`src/rtl/trivium_seq_ctrl_if.sv`:
```
// ============================================================================
// Module      : trivium_seq_ctrl_if
// Description : Core-control and keystream valid/ready bundle used between
//               the Trivium sequencer, the bit-serial core and the consumer.
// Revision    : 1.0 - initial release
// ============================================================================
`default_nettype none

interface trivium_seq_ctrl_if #(
  parameter int OUT_W = 8
);
  logic             core_load;
  logic             core_step;
  logic             core_ks;
  logic [OUT_W-1:0] ks_data;
  logic             ks_valid;
  logic             ks_ready;

  // Sequencer side: drives the core strobes and the keystream word.
  modport master (
    output core_load,
    output core_step,
    output ks_data,
    output ks_valid,
    input  core_ks,
    input  ks_ready
  );

  // Core/consumer side: supplies keystream bits and accepts words.
  modport slave (
    input  core_load,
    input  core_step,
    input  ks_data,
    input  ks_valid,
    output core_ks,
    output ks_ready
  );
endinterface

`default_nettype wire

```
`src/rtl/trivium_seq_ctrl.sv`:
```
// ============================================================================
// Module      : trivium_seq_ctrl
// Description : Sequencer for a bit-serial Trivium-style keystream core.
//               Issues a one-cycle key/IV load, a fixed warm-up of discarded
//               steps, then steps the core continuously and packs keystream
//               bits into OUT_W-bit words on a valid/ready interface.
//               Optional word-limit feature: define TRIV_KS_LIMIT_EN to add
//               the ks_limit input and the done output.
// Revision    : 1.0 - initial release
// ============================================================================
`default_nettype none

module trivium_seq_ctrl #(
  parameter int WARMUP = 1152,
  parameter int CNT_W  = 11,
  parameter int OUT_W  = 8
) (
  input  wire logic        clk,
  input  wire logic        reset,
  input  wire logic        start,
  input  wire logic        stop,
`ifdef TRIV_KS_LIMIT_EN
  input  wire logic [15:0] ks_limit,
  output logic             done,
`endif
  output logic             busy,
  output logic             warm_done,
  trivium_seq_ctrl_if.master ks_if
);

  localparam int               BC_W      = (OUT_W > 2) ? $clog2(OUT_W) : 1;
  localparam logic [CNT_W-1:0] WARM_LAST = CNT_W'(WARMUP - 1);
  localparam logic [CNT_W-1:0] CNT_ONE   = CNT_W'(1);
  localparam logic [BC_W-1:0]  LAST_BIT  = BC_W'(OUT_W - 1);
  localparam logic [BC_W-1:0]  BIT_ONE   = BC_W'(1);
`ifdef TRIV_KS_LIMIT_EN
  localparam logic [15:0]      WORD_ONE  = 16'd1;
`endif

  typedef enum logic [1:0] {
    S_IDLE = 2'd0,
    S_LOAD = 2'd1,
    S_WARM = 2'd2,
    S_RUN  = 2'd3
  } state_t;

  state_t           state_q,    state_d;
  logic [CNT_W-1:0] warm_cnt_q, warm_cnt_d;
  logic [BC_W-1:0]  bitcnt_q,   bitcnt_d;
  logic [OUT_W-1:0] sreg_q,     sreg_d;
  logic [OUT_W-1:0] ks_data_q,  ks_data_d;
  logic             ks_valid_q, ks_valid_d;
`ifdef TRIV_KS_LIMIT_EN
  logic [15:0]      limit_q,    limit_d;
  logic [15:0]      word_cnt_q, word_cnt_d;
  logic             done_q,     done_d;
  logic             w_limit_hit;
`endif

  logic             w_last;
  logic             w_accept;
  logic             w_step_en;
  logic             w_core_step;
  logic             w_abort;
  logic [OUT_W-1:0] w_word;

  // Handshake and stall decode: the word-completing step is held back while
  // the output register is full and not being drained this cycle.
  always_comb begin
    w_last    = (bitcnt_q == LAST_BIT);
    w_accept  = ks_valid_q & ks_if.ks_ready;
    w_step_en = !(w_last & ks_valid_q & !ks_if.ks_ready);
  end

  // Completed word: collected bits plus the bit arriving on this step.
  always_comb begin
    w_word            = sreg_q;
    w_word[OUT_W-1]   = ks_if.core_ks;
  end

  // Next-state, counters, packing and output-register update.
  always_comb begin
    state_d     = state_q;
    warm_cnt_d  = warm_cnt_q;
    bitcnt_d    = bitcnt_q;
    sreg_d      = sreg_q;
    ks_data_d   = ks_data_q;
    ks_valid_d  = ks_valid_q;
    w_core_step = 1'b0;
    w_abort     = 1'b0;
`ifdef TRIV_KS_LIMIT_EN
    limit_d     = limit_q;
    word_cnt_d  = word_cnt_q;
    done_d      = 1'b0;
    w_limit_hit = 1'b0;
`endif

    case (state_q)
      S_IDLE: begin
        if (start && !stop) begin
          state_d = S_LOAD;
        end
      end
      S_LOAD: begin
        warm_cnt_d = '0;
        state_d    = S_WARM;
`ifdef TRIV_KS_LIMIT_EN
        limit_d    = ks_limit;
        word_cnt_d = '0;
`endif
      end
      S_WARM: begin
        // Warm-up bits from the core are discarded.
        w_core_step = 1'b1;
        if (warm_cnt_q == WARM_LAST) begin
          state_d    = S_RUN;
          warm_cnt_d = '0;
        end else begin
          warm_cnt_d = warm_cnt_q + CNT_ONE;
        end
      end
      S_RUN: begin
        w_core_step = w_step_en;
        if (w_accept) begin
          ks_valid_d = 1'b0;
        end
        if (w_step_en) begin
          if (w_last) begin
            // A completing word overrides the consume-clear above.
            ks_data_d  = w_word;
            ks_valid_d = 1'b1;
            bitcnt_d   = '0;
            sreg_d     = '0;
          end else begin
            sreg_d[bitcnt_q] = ks_if.core_ks;
            bitcnt_d         = bitcnt_q + BIT_ONE;
          end
        end
`ifdef TRIV_KS_LIMIT_EN
        if (w_accept) begin
          word_cnt_d = word_cnt_q + WORD_ONE;
          if ((limit_q != 16'd0) && (word_cnt_d == limit_q)) begin
            w_limit_hit = 1'b1;
          end
        end
`endif
      end
      default: begin
        state_d = S_IDLE;
      end
    endcase

    if (stop && (state_q != S_IDLE)) begin
      w_abort = 1'b1;
    end
`ifdef TRIV_KS_LIMIT_EN
    // stop wins over a limit hit in the same cycle, so no done pulse then.
    if (w_limit_hit && !w_abort) begin
      w_abort = 1'b1;
      done_d  = 1'b1;
    end
`endif

    // Any exit to IDLE discards the partial word and the pending output.
    if (w_abort) begin
      state_d    = S_IDLE;
      warm_cnt_d = '0;
      bitcnt_d   = '0;
      sreg_d     = '0;
      ks_data_d  = '0;
      ks_valid_d = 1'b0;
`ifdef TRIV_KS_LIMIT_EN
      word_cnt_d = '0;
`endif
    end
  end

  // State and datapath registers with asynchronous active-low clear.
  always_ff @(posedge clk or negedge reset) begin
    if (!reset) begin
      state_q    <= S_IDLE;
      warm_cnt_q <= '0;
      bitcnt_q   <= '0;
      sreg_q     <= '0;
      ks_data_q  <= '0;
      ks_valid_q <= 1'b0;
`ifdef TRIV_KS_LIMIT_EN
      limit_q    <= '0;
      word_cnt_q <= '0;
      done_q     <= 1'b0;
`endif
    end else begin
      state_q    <= state_d;
      warm_cnt_q <= warm_cnt_d;
      bitcnt_q   <= bitcnt_d;
      sreg_q     <= sreg_d;
      ks_data_q  <= ks_data_d;
      ks_valid_q <= ks_valid_d;
`ifdef TRIV_KS_LIMIT_EN
      limit_q    <= limit_d;
      word_cnt_q <= word_cnt_d;
      done_q     <= done_d;
`endif
    end
  end

  assign ks_if.core_load = (state_q == S_LOAD);
  assign ks_if.core_step = w_core_step;
  assign ks_if.ks_data   = ks_data_q;
  assign ks_if.ks_valid  = ks_valid_q;
  assign busy            = (state_q != S_IDLE);
  assign warm_done       = (state_q == S_RUN);
`ifdef TRIV_KS_LIMIT_EN
  assign done            = done_q;
`endif

endmodule

`default_nettype wire

```
`src/flat_wrapper.sv`:
```
// flat-port wrapper written by rule: the top's interface ports become plain ports
module trivium_seq_ctrl_flat 
#(
  parameter int WARMUP = 1152,
  parameter int CNT_W  = 11,
  parameter int OUT_W  = 8
)
  (clk, reset, start, stop, busy, warm_done, ks_if_core_load, ks_if_core_step, ks_if_ks_data, ks_if_ks_valid, ks_if_core_ks, ks_if_ks_ready);
  trivium_seq_ctrl_if #(.OUT_W(OUT_W)) ks_if_i ();
  input  wire logic clk;
  input  wire logic reset;
  input  wire logic start;
  input  wire logic stop;
  output logic busy;
  output logic warm_done;
  output wire logic [$bits(ks_if_i.core_load)-1:0] ks_if_core_load;
  output wire logic [$bits(ks_if_i.core_step)-1:0] ks_if_core_step;
  output wire logic [$bits(ks_if_i.ks_data)-1:0] ks_if_ks_data;
  output wire logic [$bits(ks_if_i.ks_valid)-1:0] ks_if_ks_valid;
  input wire logic [$bits(ks_if_i.core_ks)-1:0] ks_if_core_ks;
  input wire logic [$bits(ks_if_i.ks_ready)-1:0] ks_if_ks_ready;
  assign ks_if_core_load = ks_if_i.core_load;
  assign ks_if_core_step = ks_if_i.core_step;
  assign ks_if_ks_data = ks_if_i.ks_data;
  assign ks_if_ks_valid = ks_if_i.ks_valid;
  assign ks_if_i.core_ks = ks_if_core_ks;
  assign ks_if_i.ks_ready = ks_if_ks_ready;
  trivium_seq_ctrl #(.WARMUP(WARMUP), .CNT_W(CNT_W), .OUT_W(OUT_W)) u_core (.clk(clk), .reset(reset), .start(start), .stop(stop), .busy(busy), .warm_done(warm_done), .ks_if(ks_if_i));
endmodule
```
`config.mk`:
```
export PLATFORM = sky130hd
export DESIGN_NAME = trivium_seq_ctrl_flat
export DESIGN_NICKNAME = d
export VERILOG_FILES = /design/src/rtl/trivium_seq_ctrl_if.sv /design/src/rtl/trivium_seq_ctrl.sv /design/src/flat_wrapper.sv
export SDC_FILE = /design/constraint.sdc
export NUM_CORES = 1
export LEC_CHECK = 0
export CORE_MARGIN = 8
export CORE_UTILIZATION = 55
export DETAILED_ROUTE_END_ITERATION = 6
export GPL_TIMING_DRIVEN = 0
export PLACE_DENSITY = 0.87
export SETUP_SLACK_MARGIN = 0.5
export SLEW_MARGIN = 30
export SYNTH_ARGS = -nofsm -noshare
export SYNTH_HDL_FRONTEND = slang
export SYNTH_SLANG_ARGS = --single-unit
```
`constraint.sdc`:
```
create_clock -name clk -period 2.6 [get_ports clk]
set_input_delay 0.26 -clock clk [delete_from_list [all_inputs] [get_ports clk]]
set_output_delay 0.26 -clock clk [all_outputs]
set_load 0.02 [all_outputs]
```
Word level (Yosys, flattened, before mapping). Cells that the tools add are included.

Input port bits: 6. Output and inout port bits: 13. Register bits: 33.

Multiplexer cells: 29. Add/subtract/negate cells: 2. Eq/ne operators: 8. Reductions and logical operators: 15. Magnitude comparators: 2. Bitwise logic cells: 3.

Operators by type and width (number): $mux W8 (8); $mux W11 (2); $pmux W11 S2 (1); $mux W3 (4); $add A11 B1 Y11 const B (1); $eq A11 B11 Y1 const B (1); $bwmux W8 (1); $mux W1 (7); $mux W2 (3); $ne A3 B1 Y1 const B (2); $pmux W2 S3 (1); $reduce_and A3 Y1 (2); $reduce_bool A2 Y1 (3); $eq A2 B2 Y1 const B (2); $lt A3 B4 Y1 const B (1); $reduce_bool A4 Y1 (1); $add A3 B1 Y3 const B (1); $and A1 B1 Y1 (3); $demux W1 S3 (1); $eq A3 B3 Y1 const B (1); $ge A3 B1 Y1 const B (1); $logic_and A1 B1 Y1 (3); $logic_not A1 Y1 (3); $reduce_bool A3 Y1 (1); other kinds (5) (5).

Longest topological paths before layout. Gate-level depths: netlist of the first run.

Word-level depth: 9. Mapped depth: 8. Gate-level depth less buffers: 6.

Least setup slack after synthesis of the first run. No wires, ideal clock.

Path type: register -> register. From: register u_core.bitcnt_q[1]. To: register u_core.sreg_q[2]. Library setup time: 122 ps. Stages on the path, launching flop included: 7. Path slack: 777 ps. Arrival: 1701 ps. Buffers on the path: 0. Cells stage by stage: dfrtp_1 ha_1 ha_1 nand3b_1 a21oi_1 or3b_1 a32o_1.

Longest elaborated chain between the ends: 9. Elaborated cells between the ends (all ways): 15. Those cells by class: order compare: 2; eq/ne: 2; mux: 7; bitwise: 2; reduce/logical: 2.

Ends and longest elaborated chain: from (decl) (RTL line trivium_seq_ctrl.sv:49) `logic [BC_W-1:0] bitcnt_q, bitcnt_d;`; from (signal assigned) (RTL line trivium_seq_ctrl.sv:195) `bitcnt_q <= bitcnt_d;`; $lt A3 B4 Y1 (implied by the code) / $ge A3 B1 Y1 (equally long branches) (RTL line trivium_seq_ctrl.sv:135) `sreg_d[bitcnt_q] = ks_if.core_ks;`; $logic_and A1 B1 Y1 (implied by the code) (RTL line trivium_seq_ctrl.sv:135); $mux W1 (implied by the code) (RTL line trivium_seq_ctrl.sv:135); $demux W1 S3; $bwmux W8 (RTL line trivium_seq_ctrl.sv:135); $mux W8 (RTL line trivium_seq_ctrl.sv:128) `if (w_last) begin`; $mux W8 (RTL line trivium_seq_ctrl.sv:127) `if (w_step_en) begin`; $mux W8 (RTL line trivium_seq_ctrl.sv:98) `case (state_q)`; $mux W8 (RTL line trivium_seq_ctrl.sv:165) `if (w_abort) begin`; to (signal assigned) (RTL line trivium_seq_ctrl.sv:196) `sreg_q <= sreg_d;`; to (decl) (RTL line trivium_seq_ctrl.sv:50) `logic [OUT_W-1:0] sreg_q, sreg_d;`.

Several ways; a longest one is shown, not always the timed one. The select of a mux whose other input is x is not followed. A chain may end at the register's enable or synchronous reset.

Worst setup path after layout of the first run.
From: register u_core.bitcnt_q[0]. To: register u_core.sreg_q[2].

Same word-level chain as after synthesis.

==> results.py, run 1 <==
metrics = {
    "cts": {
        "clock-root-buffer": "clkbuf_4",
        "clk_pin_slew_worst_paths_ns": 0.11,
        "cts_buffer_depth": 2,
        "clk_latency_ns": 0.34,
        "clock_sinks": 32,
        "htreeDepth": 2,
        "cts-buffers-inserted": 5,
        "tritoncts": "built",
    },
    "hold_path": {
        "hp-class": "in2async",
    },
    "logic_synthesis": {
        "synth_mux_area_share_pct": 2.32,
        "synth-simple-area-share_pct": 22.9,
        "yosys_warnings": 0,
        "synth_edf_count": 0,
        "synthesis.area_sq_um": 1720,
        "ys_types": 46,
        "synth-compound-area-share_pct": 16.6,
        "synth-xor-area-share_pct": 3.05,
        "netlist_instances": 180,
        "synth_nets": 193,
        "synth-adder-area-share_pct": 5.08,
        "async_flop_share_pct": 100,
        "ys_seq_area_share_pct": 46.5,
        "synth_area_leader_cell": "dfrtp_1",
        "synth_flop_cell": "dfrtp_1",
        "synth_top_family_by_area": "simple AND/OR/NAND/NOR gates",
        "yosysTopAreaCellShare_pct": 46.5,
        "ys_ff_latch": 32,
        "synth_area_per_cell_sq_um": 9.57,
        "synth.area.top_cells": "dfrtp_1 46%, nand2_1 7.2%, ha_1 5.1%",
    },
    "sta": {
        "slew_headroom_pct": 52.5,
        "hold_viol_final": 0,
        "fmax_ghz": 0.496,
        "tightestPinTransition_ns": 0.713,
        "rsz0062_at_grt": "yes",
        "fin_crit_sh_pct": 77.6,
        "clock_skew_ns": 0.00510,
        "whs_ns": 0.490,
        "final.setup.tns_ns": 0,
        "slew_viol_final": 0,
        "finalSetupViolations": 0,
        "min_period_ns": 2.02,
    },
    "cells_and_area": {
        "final_util_pct": 68.5,
        "fin_cells": 253,
        "nets": 221,
        "layout_common_cells": "32 x nand2_1, 31 x dfrtp_1, 15 x clkdlybuf4s50_1",
        "syn2layout_area_growth_pct": 20.3,
        "diodes": 0,
        "drive_above_1_share_pct": 14.4,
        "mostFrequentLayoutCell": "nand2_1",
    },
    "grt": {
        "grt_remaining_overflow": 0,
        "grt_pass1_wl_microns": 6400,
        "grt_max_degree": 33,
        "antenna_found_initial": 0,
        "grt_use_total_pct": 15.6,
        "first_global_vias": 1472,
    },
    "placement": {
        "dpl.cell_count": 242,
        "io_buffers": 18,
        "dp_hpwl_microns": 2730,
        "place.gp.congestion": 0.845,
    },
    "drt": {
        "drt_iter0_markers": 77,
        "vias": 1439,
        "drc_errors": 0,
        "routed_wl_microns": 3780,
        "ant_nets": 0,
        "wl_per_cell_microns": 14.9,
        "firstDrtPassIters": 4,
        "vias_per_cell": 5.69,
    },
    "outcome": {
        "status": "finished clean",
    },
    "power_and_ir_drop": {
        "ir_drop_v": 0.000626,
        "p_leak_nw": 0.892,
        "p_per_area_nw_per_um2": 869,
        "p_total_w": 0.00180,
    },
    "floorplan": {
        "initial_core_util_pct": 56.9,
        "core_sq_um": 3030,
        "io_pins": 19,
        "rows": 20,
        "die_area_sq_um": 5180,
        "die_w_microns": 72.0,
        "dieHeight_microns": 72.0,
    },
    "critical_path": {
        "cp.required_ns": 2.84,
        "crit_type": "reg2reg",
        "arrival_ns": 2.26,
        "worstPathMaxFanout": 7,
        "critPathLaunchType": "register",
        "crit_path_end_kind": "register",
    },
    "flow_run": {
        "maxCapViolCount": 0,
    },
}
## report_power, final
group	internal (W)	switching, W
clock	0.000200	0.000184
combinational	0.000314	0.000480
sequential	0.000569	0.0000538
## worst max-delay path, stage by stage (launching register included)
cell and delay (ns):
dfrtp_1 0.42, ha_1 0.22, ha_2 0.22, nand3b_1 0.14, buf_4 0.15, a21oi_2 0.09, or3b_1 0.40, a32o_1 0.27
## synth_stat cells, types with 2 or more instances
cell and number:
nand2_1 33, dfrtp_1 32, o21ai_0 14, nor2_1 12, ha_1 7, xor2_1 6
a21oi_1 5, inv_1 5, nand3_1 5, mux2i_1 4, buf_2 3, clkbuf_1 3
nand2b_1 3, nor2b_1 3, o2111ai_1 3, a22oi_1 2, a32o_1 2, and3_1 2
and3b_1 2, clkbuf_4 2, nand3b_1 2, nand4_1 2, nor3_1 2, nor3b_1 2
nor4_1 2, or3b_1 2
## timing repair
action / in CTS / in global routing
hold buffers: 1 / 0
gates cloned: 0 / 0
resized for setup: 6 / 6
setup endpoints to repair: 1 / 12
hold endpoints to repair: 32 / 0
pin swaps: 1 / 1
buffers inserted: 2 / 0
## logic make-up after synthesis
family	count (synthesis)
muxes	4
AOI/OAI and AO/OA	40
buffers and inverters	13
and+or+nand+nor	78
xor gates and xnor gates	6
DFF	32
adders and majority gates	7
## registers in the layout, indices dropped and copies added, names as in the netlist
| register | cells |
|---|---|
| u_core.ks_if.ks_data | 8 |
| u_core.warm_cnt_q | 11 |
| u_core.state_q | 2 |
| u_core.sreg_q | 7 |
| u_core.ks_if.ks_valid | 1 |
| u_core.bitcnt_q | 3 |
## final timing paths
path | start | end | slack, ns | depth (start not counted)
worst max-delay path | u_core.bitcnt_q[0] | u_core.sreg_q[2] | 0.58 | 7
worst min-delay path | reset | u_core.warm_cnt_q[4] | 0.49 | 2
worst max register to register | u_core.bitcnt_q[0] | u_core.sreg_q[2] | 0.58 | 7
worst min register to register | u_core.ks_if.ks_data[3] | u_core.ks_if.ks_data[3] | 0.49 | 2
max in group asynchronous | reset | u_core.bitcnt_q[1] | 1.61 | 2
min in group clk | u_core.ks_if.ks_data[3] | u_core.ks_if.ks_data[3] | 0.49 | 2
## layout make-up
cell class / count / area (sq um)
repair buffers: 21 / 198
plain buffers: 8 / 42.5
inverters: 5 / 18.8
clock buffers: 5 / 37.5
flip-flops and latches: 32 / 802
multi-input cells: 135 / 877
well taps: 44 / 55.1
fillers: 235 / 955
clock inverters: 3 / 42.5
## layer usage
| metal | up-vias | wire length (microns) | GRT usage [%] |
|---|---|---|---|
| li1 | 702 | - | - |
| met4 | 0 | 76 | 7.71 |
| met5 | - | 0 | 0 |
| met2 | 40 | 1830 | 25.2 |
| met1 | 689 | 1640 | 17.8 |
| met3 | 8 | 231 | 5.65 |
## per-stage QoR
stage          setup slack, ns  area, sq um
6_report                 0.583         2070
5_1_grt                  0.501         2070
4_1_cts                  0.518         2070
3_5_place_dp             0.352         1950
3_3_place_gp             0.411         1960
2_1_floorplan            0.777         1720
Note: power is estimated with default switching activity, not from simulation.
==> run 2: changes to the inputs <==
- clock period: 2.6 -> 2 ns (I/O delays scaled with it)
==> results.py, run 2 (synthesized netlist as in run 1, its figures left out) <==
metrics = {
    "outcome": {
        "status": "finished clean",
    },
    "cells_and_area": {
        "syn2layout_area_growth_pct": 47.7,
        "regMostFlops": "u_core.warm_cnt_q",
        "nets": 247,
        "num-fill-cells": 151,
        "drive_above_1_share_pct": 42.6,
        "multi_input_area_sq_um": 1070,
        "final_util_pct": 84.0,
        "final_area_sq_um": 2540,
        "regArea_sq_um": 806,
        "diodes": 0,
        "mostFrequentLayoutCell": "dfrtp_1",
        "largest_reg_flops": 11,
        "layout_common_cells": "28 x dfrtp_1, 21 x nand2_1, 18 x buf_4",
    },
    "grt": {
        "first_global_vias": 1609,
        "grt_pass1_wl_microns": 7710,
        "grt_max_degree": 33,
        "grt_remaining_overflow": 0,
        "antenna_found_initial": 0,
        "grt_use_total_pct": 19.0,
    },
    "drt": {
        "wl_per_cell_microns": 19.8,
        "drt_iter0_markers": 109,
        "routed_wl_microns": 5540,
        "ant_nets": 0,
        "drc_errors": 0,
        "vias": 1670,
        "vias_per_cell": 5.99,
        "firstDrtPassIters": 4,
    },
    "power_and_ir_drop": {
        "p_leak_nw": 1.15,
        "p_total_w": 0.00303,
        "ir_drop_v": 0.000830,
        "p_per_area_nw_per_um2": 1190,
    },
    "sta": {
        "rsz0062_at_grt": "yes",
        "fmax_ghz": 0.529,
        "min_period_ns": 1.89,
        "tightestPinTransition_ns": 0.733,
        "final.setup.tns_ns": 0,
        "finalSetupViolations": 0,
        "fin_crit_sh_pct": 94.5,
        "hold_viol_final": 0,
        "slew_headroom_pct": 51.1,
        "slew_viol_final": 0,
        "clock_skew_ns": 0.0150,
    },
    "placement": {
        "placed_cell_area_sq_um": 2000,
        "io_buffers": 18,
        "dp_hpwl_microns": 2810,
        "place.gp.congestion": 0.807,
    },
    "critical_path": {
        "crit_type": "reg2reg",
        "r2r_end": "u_core.sreg_q[2]",
        "reg2reg_from": "u_core.state_q[1]",
        "slowest_stage": "dfrtp_1",
        "worstPathMaxFanout": 7,
        "reg2reg_depth": 7,
        "startpoint": "u_core.state_q[1]",
        "crit_chain": "inv_2 -> ha_4 -> nor2b_1 -> clkbuf_8 -> a21oi_4 -> or3b_1 -> a32o_1",
        "arrival_ns": 2.16,
        "max_stage_delay_ns": 0.43,
        "rrSetupSlack_ns": 0.11,
        "critPathLaunchType": "register",
        "cp.required_ns": 2.26,
        "crit_path_end_kind": "register",
        "critPathCapture": "u_core.sreg_q[2]",
    },
    "cts": {
        "tritoncts": "built",
        "cts_buffer_depth": 2,
        "clk_pin_slew_worst_paths_ns": 0.11,
        "clock_sinks": 32,
        "htreeDepth": 2,
        "clk_latency_ns": 0.37,
        "cts-buffers-inserted": 5,
        "clock-root-buffer": "clkbuf_4",
    },
    "floorplan": {
        "initial_core_util_pct": 56.9,
        "die_w_microns": 72.0,
        "rows": 20,
        "dieHeight_microns": 72.0,
        "io_pins": 19,
        "die_area_sq_um": 5180,
        "core_sq_um": 3030,
    },
    "flow_run": {
        "maxCapViolCount": 0,
    },
    "hold_path": {
        "hp-class": "in2async",
    },
}
-- run 2: area by class of cell --
type / count / share of cell area [%]
plain buffers: 8 / 3.39
multi-input cells: 135 / 42.1
repair buffers: 47 / 17.5
well taps: 44 / 2.16
flip-flops and latches: 32 / 31.7
inverters: 5 / 0.737
clock inverters: 2 / 0.393
clock buffers: 6 / 2.02
-- run 2: how the worst min path moves through the flow --
stage | startpoint | end | slack, ns | cells past startpoint
after global routing | reset | u_core.sreg_q[3] | 0.49 | 2
after detailed placement | reset | u_core.ks_if.ks_data[7] | 0.29 | 1
after global placement | u_core.ks_if.ks_data[3] | u_core.ks_if.ks_data[3] | 0.46 | 2
after floorplan | reset | u_core.bitcnt_q[0] | -0.1 | 0
after CTS | reset | u_core.sreg_q[3] | 0.45 | 2
final | reset | u_core.sreg_q[3] | 0.41 | 2
-- run 2: where the power goes --
part           internal, W  switching, W
sequential        0.000741     0.0000856
clock             0.000167      0.000244
combinational     0.000843      0.000949
total              0.00175       0.00128
-- run 2: per-stage QoR --
step / instances / setup slack, ns / hold slack (ns)
global placement: 242 / -0.0788 / 0.463
floorplan: 180 / 0.282 / -0.0956
detailed placement: 242 / -0.113 / 0.288
global route: 279 / 0.0485 / 0.493
CTS: 265 / 0.262 / 0.453
finish: 279 / 0.110 / 0.413
-- run 2: worst max-delay path: cells and delay by family (launching register included) --
family	cells	cell delay, ns
buffers and inverters	2	0.31
DFF	1	0.43
and+or+nand+nor	2	0.59
AOI/OAI and AO/OA	2	0.30
adders and majority gates	1	0.18
-- run 2: timing repair --
action                                  in CTS  in global routing
endpoints found under the hold margin       32                  0
pin swaps                                    6                 20
cloned                                       1                  1
hold buffers                                 1                  0
resized for setup                           43                 70
buffers inserted                            13                 13
endpoints found under the setup margin      43                 36
-- run 2: layer usage --
| layer | share of wire, % | GRT usage [%] | vias to the layer above |
|---|---|---|---|
| li1 | - | - | 752 |
| met1 | 35 | 19.1 | 825 |
| met2 | 56 | 34.7 | 72 |
| met3 | 5.4 | 5.79 | 21 |
| met4 | 3.8 | 9.52 | 0 |
| met5 | 0 | 0 | - |
==> run 3: changes to the inputs <==
- ABC_AREA: unset -> 1
- CORE_UTILIZATION: 55 -> 56
- PLACE_DENSITY: 0.87 -> 0.88
==> results.py, run 3 <==
metrics = {
    "critical_path": {
        "cp.depth": 6,
        "crit_path_end_kind": "output port",
        "critPathLaunchType": "register",
        "cp_common_cell": "nand2_2",
        "max_stage_delay_ns": 0.40,
        "reg2reg_depth": 8,
        "cpLargestDelayFamily": "flip-flops",
        "crit_chain": "ha_2 -> ha_4 -> nand2_2 -> nand2_2 -> nand2_2 -> buf_6",
        "arrival_ns": 1.40,
        "cp.required_ns": 1.80,
        "worstPathMaxFanout": 3,
        "slowest_stage": "dfrtp_1",
        "path_buf_inv": 1,
        "crit_type": "reg2out",
    },
    "cells_and_area": {
        "syn2layout_area_growth_pct": 27.1,
        "diodes": 0,
        "layout_common_cells": "77 x nand2_1, 32 x dfrtp_1, 22 x nand3_1",
        "final_area_sq_um": 2270,
        "mostFrequentLayoutCell": "nand2_1",
        "nets": 284,
        "final_util_pct": 74.2,
        "drive_above_1_share_pct": 21.7,
        "regMostFlops": "u_core.warm_cnt_q",
        "largest_reg_flops": 11,
    },
    "floorplan": {
        "rows": 20,
        "core_sq_um": 3050,
        "dieHeight_microns": 72.4,
        "die_area_sq_um": 5250,
        "initial_core_util_pct": 58.4,
        "io_pins": 19,
        "die_w_microns": 72.4,
    },
    "logic_synthesis": {
        "ys_seq_area_share_pct": 44.9,
        "synth_flop_cell": "dfrtp_1",
        "synthesis.area_sq_um": 1780,
        "synth_nets": 245,
        "ys_ff_latch": 32,
        "ys_types": 23,
        "async_flop_share_pct": 100,
        "yosysTopAreaCellShare_pct": 44.9,
        "synth.area.top_cells": "dfrtp_1 45%, nand2_1 17%, nand3_1 6.2%",
        "yosys_warnings": 0,
        "synth_area_leader_cell": "dfrtp_1",
        "synth_area_per_cell_sq_um": 7.69,
        "netlist_instances": 232,
        "synth.most_common_cell": "nand2_1",
        "synth_edf_count": 0,
        "synthTopCellsByCount": "81 x nand2_1, 32 x dfrtp_1, 26 x inv_1",
    },
    "placement": {
        "pre_cts_ws_ns": 0.175,
        "placed_cell_area_sq_um": 2010,
        "io_buffers": 18,
        "place.gp.congestion": 0.882,
        "dp_hpwl_microns": 2600,
    },
    "drt": {
        "routed_wl_microns": 3950,
        "firstDrtPassIters": 4,
        "wl_per_cell_microns": 12.5,
        "drt_iter0_markers": 64,
        "ant_nets": 0,
        "vias_per_cell": 5.10,
        "drc_errors": 0,
        "vias": 1611,
    },
    "grt": {
        "grt_use_total_pct": 15.5,
        "grt_pass1_wl_microns": 6440,
        "grt_remaining_overflow": 0,
        "first_global_vias": 1491,
        "grt_max_degree": 33,
        "antenna_found_initial": 0,
    },
    "sta": {
        "final.setup.tns_ns": 0,
        "fmax_ghz": 0.625,
        "clock_skew_ns": 0.00598,
        "rsz0062_at_grt": "yes",
        "tightestPinTransition_ns": 0.705,
        "slew_headroom_pct": 53.0,
        "fin_ws_ns": 0.400,
        "slew_viol_final": 0,
        "min_period_ns": 1.60,
        "finalSetupViolations": 0,
        "fin_crit_sh_pct": 80.0,
        "hold_viol_final": 0,
    },
    "outcome": {
        "status": "finished clean",
    },
    "cts": {
        "cts_buffer_depth": 2,
        "clock-root-buffer": "clkbuf_4",
        "clk_latency_ns": 0.34,
        "htreeDepth": 2,
        "clk_pin_slew_worst_paths_ns": 0.10,
        "clock_sinks": 32,
        "tritoncts": "built",
        "cts-buffers-inserted": 5,
    },
    "power_and_ir_drop": {
        "p_leak_nw": 1.17,
        "ir_drop_v": 0.000981,
        "p_total_w": 0.00295,
        "p_per_area_nw_per_um2": 1300,
    },
    "flow_run": {
        "maxCapViolCount": 0,
    },
    "hold_path": {
        "hp-class": "in2async",
    },
}
[run 3: cell types whose count changed after synthesis, sizes merged, moves of 5 or more]
cell,delta
nand3,+19
nor2,+7
o21ai,+6
nand2,+53
inv,+22
clkbuf,-5
[run 3: kinds of logic after synthesis]
group	synth area share (%)
AOI/OAI and AO/OA	7.58
xor gates and xnor gates	1.96
adders and majority gates	4.91
buffers and inverters	7.16
DFF	44.9
and+or+nand+nor	33.5
[run 3: cell type report]
type                            count  area [sq um]
Buffer                              4          33.8
Clock buffer                        6          51.3
Clock inverter                      2          10.0
Fill cell                         221           787
Inverter                           27           106
Multi-Input combinational cell    170           953
Sequential cell                    32           801
Tap cell                           44          55.1
Timing Repair Buffer               31           255
[run 3: path summary, 6_finish.rpt]
| check | from | endpoint | slack [ns] |
|---|---|---|---|
| max reg2reg | u_core.state_q[0] | u_core.sreg_q[1] | 0.46 |
| max | u_core.bitcnt_q[0] | ks_if_core_step | 0.40 |
| min | reset | u_core.warm_cnt_q[6] | 0.43 |
| min reg2reg | u_core.sreg_q[2] | u_core.sreg_q[2] | 0.49 |
| min in group clk | u_core.sreg_q[2] | u_core.sreg_q[2] | 0.49 |
| max in group asynchronous | reset | u_core.ks_if.ks_valid | 1.11 |
[run 3: metal layers]
layer	routed length (microns)	vias to the layer above	part of all wire [%]	GRT usage, %
met2	1840	39	47	24.8
met3	212	8	5.4	5.79
met5	0	-	0	0
met1	1840	744	47	18.2
li1	-	820	-	-
met4	58	0	1.5	6.22
[run 3: power breakdown]
part	switching [W]	internal, W	leakage (nW)
clock	0.000229	0.000167	0.0380
combinational	0.000992	0.000615	0.699
sequential	0.000128	0.000822	0.431
[run 3: timing repair]
action,4_1_cts,5_1_grt
endpoints found under the hold margin,32,0
pin swaps,3,6
gates resized for setup,40,22
cloned,1,0
buffers inserted,4,8
setup endpoints to repair,44,35
hold buffers,1,0
[run 3: through the flow]
stage,hold slack [ns],instances
after global placement,0.456,294
after floorplan,-0.0956,232
after CTS,0.442,308
final,0.433,316
after detailed placement,0.286,294
after global routing,0.496,316
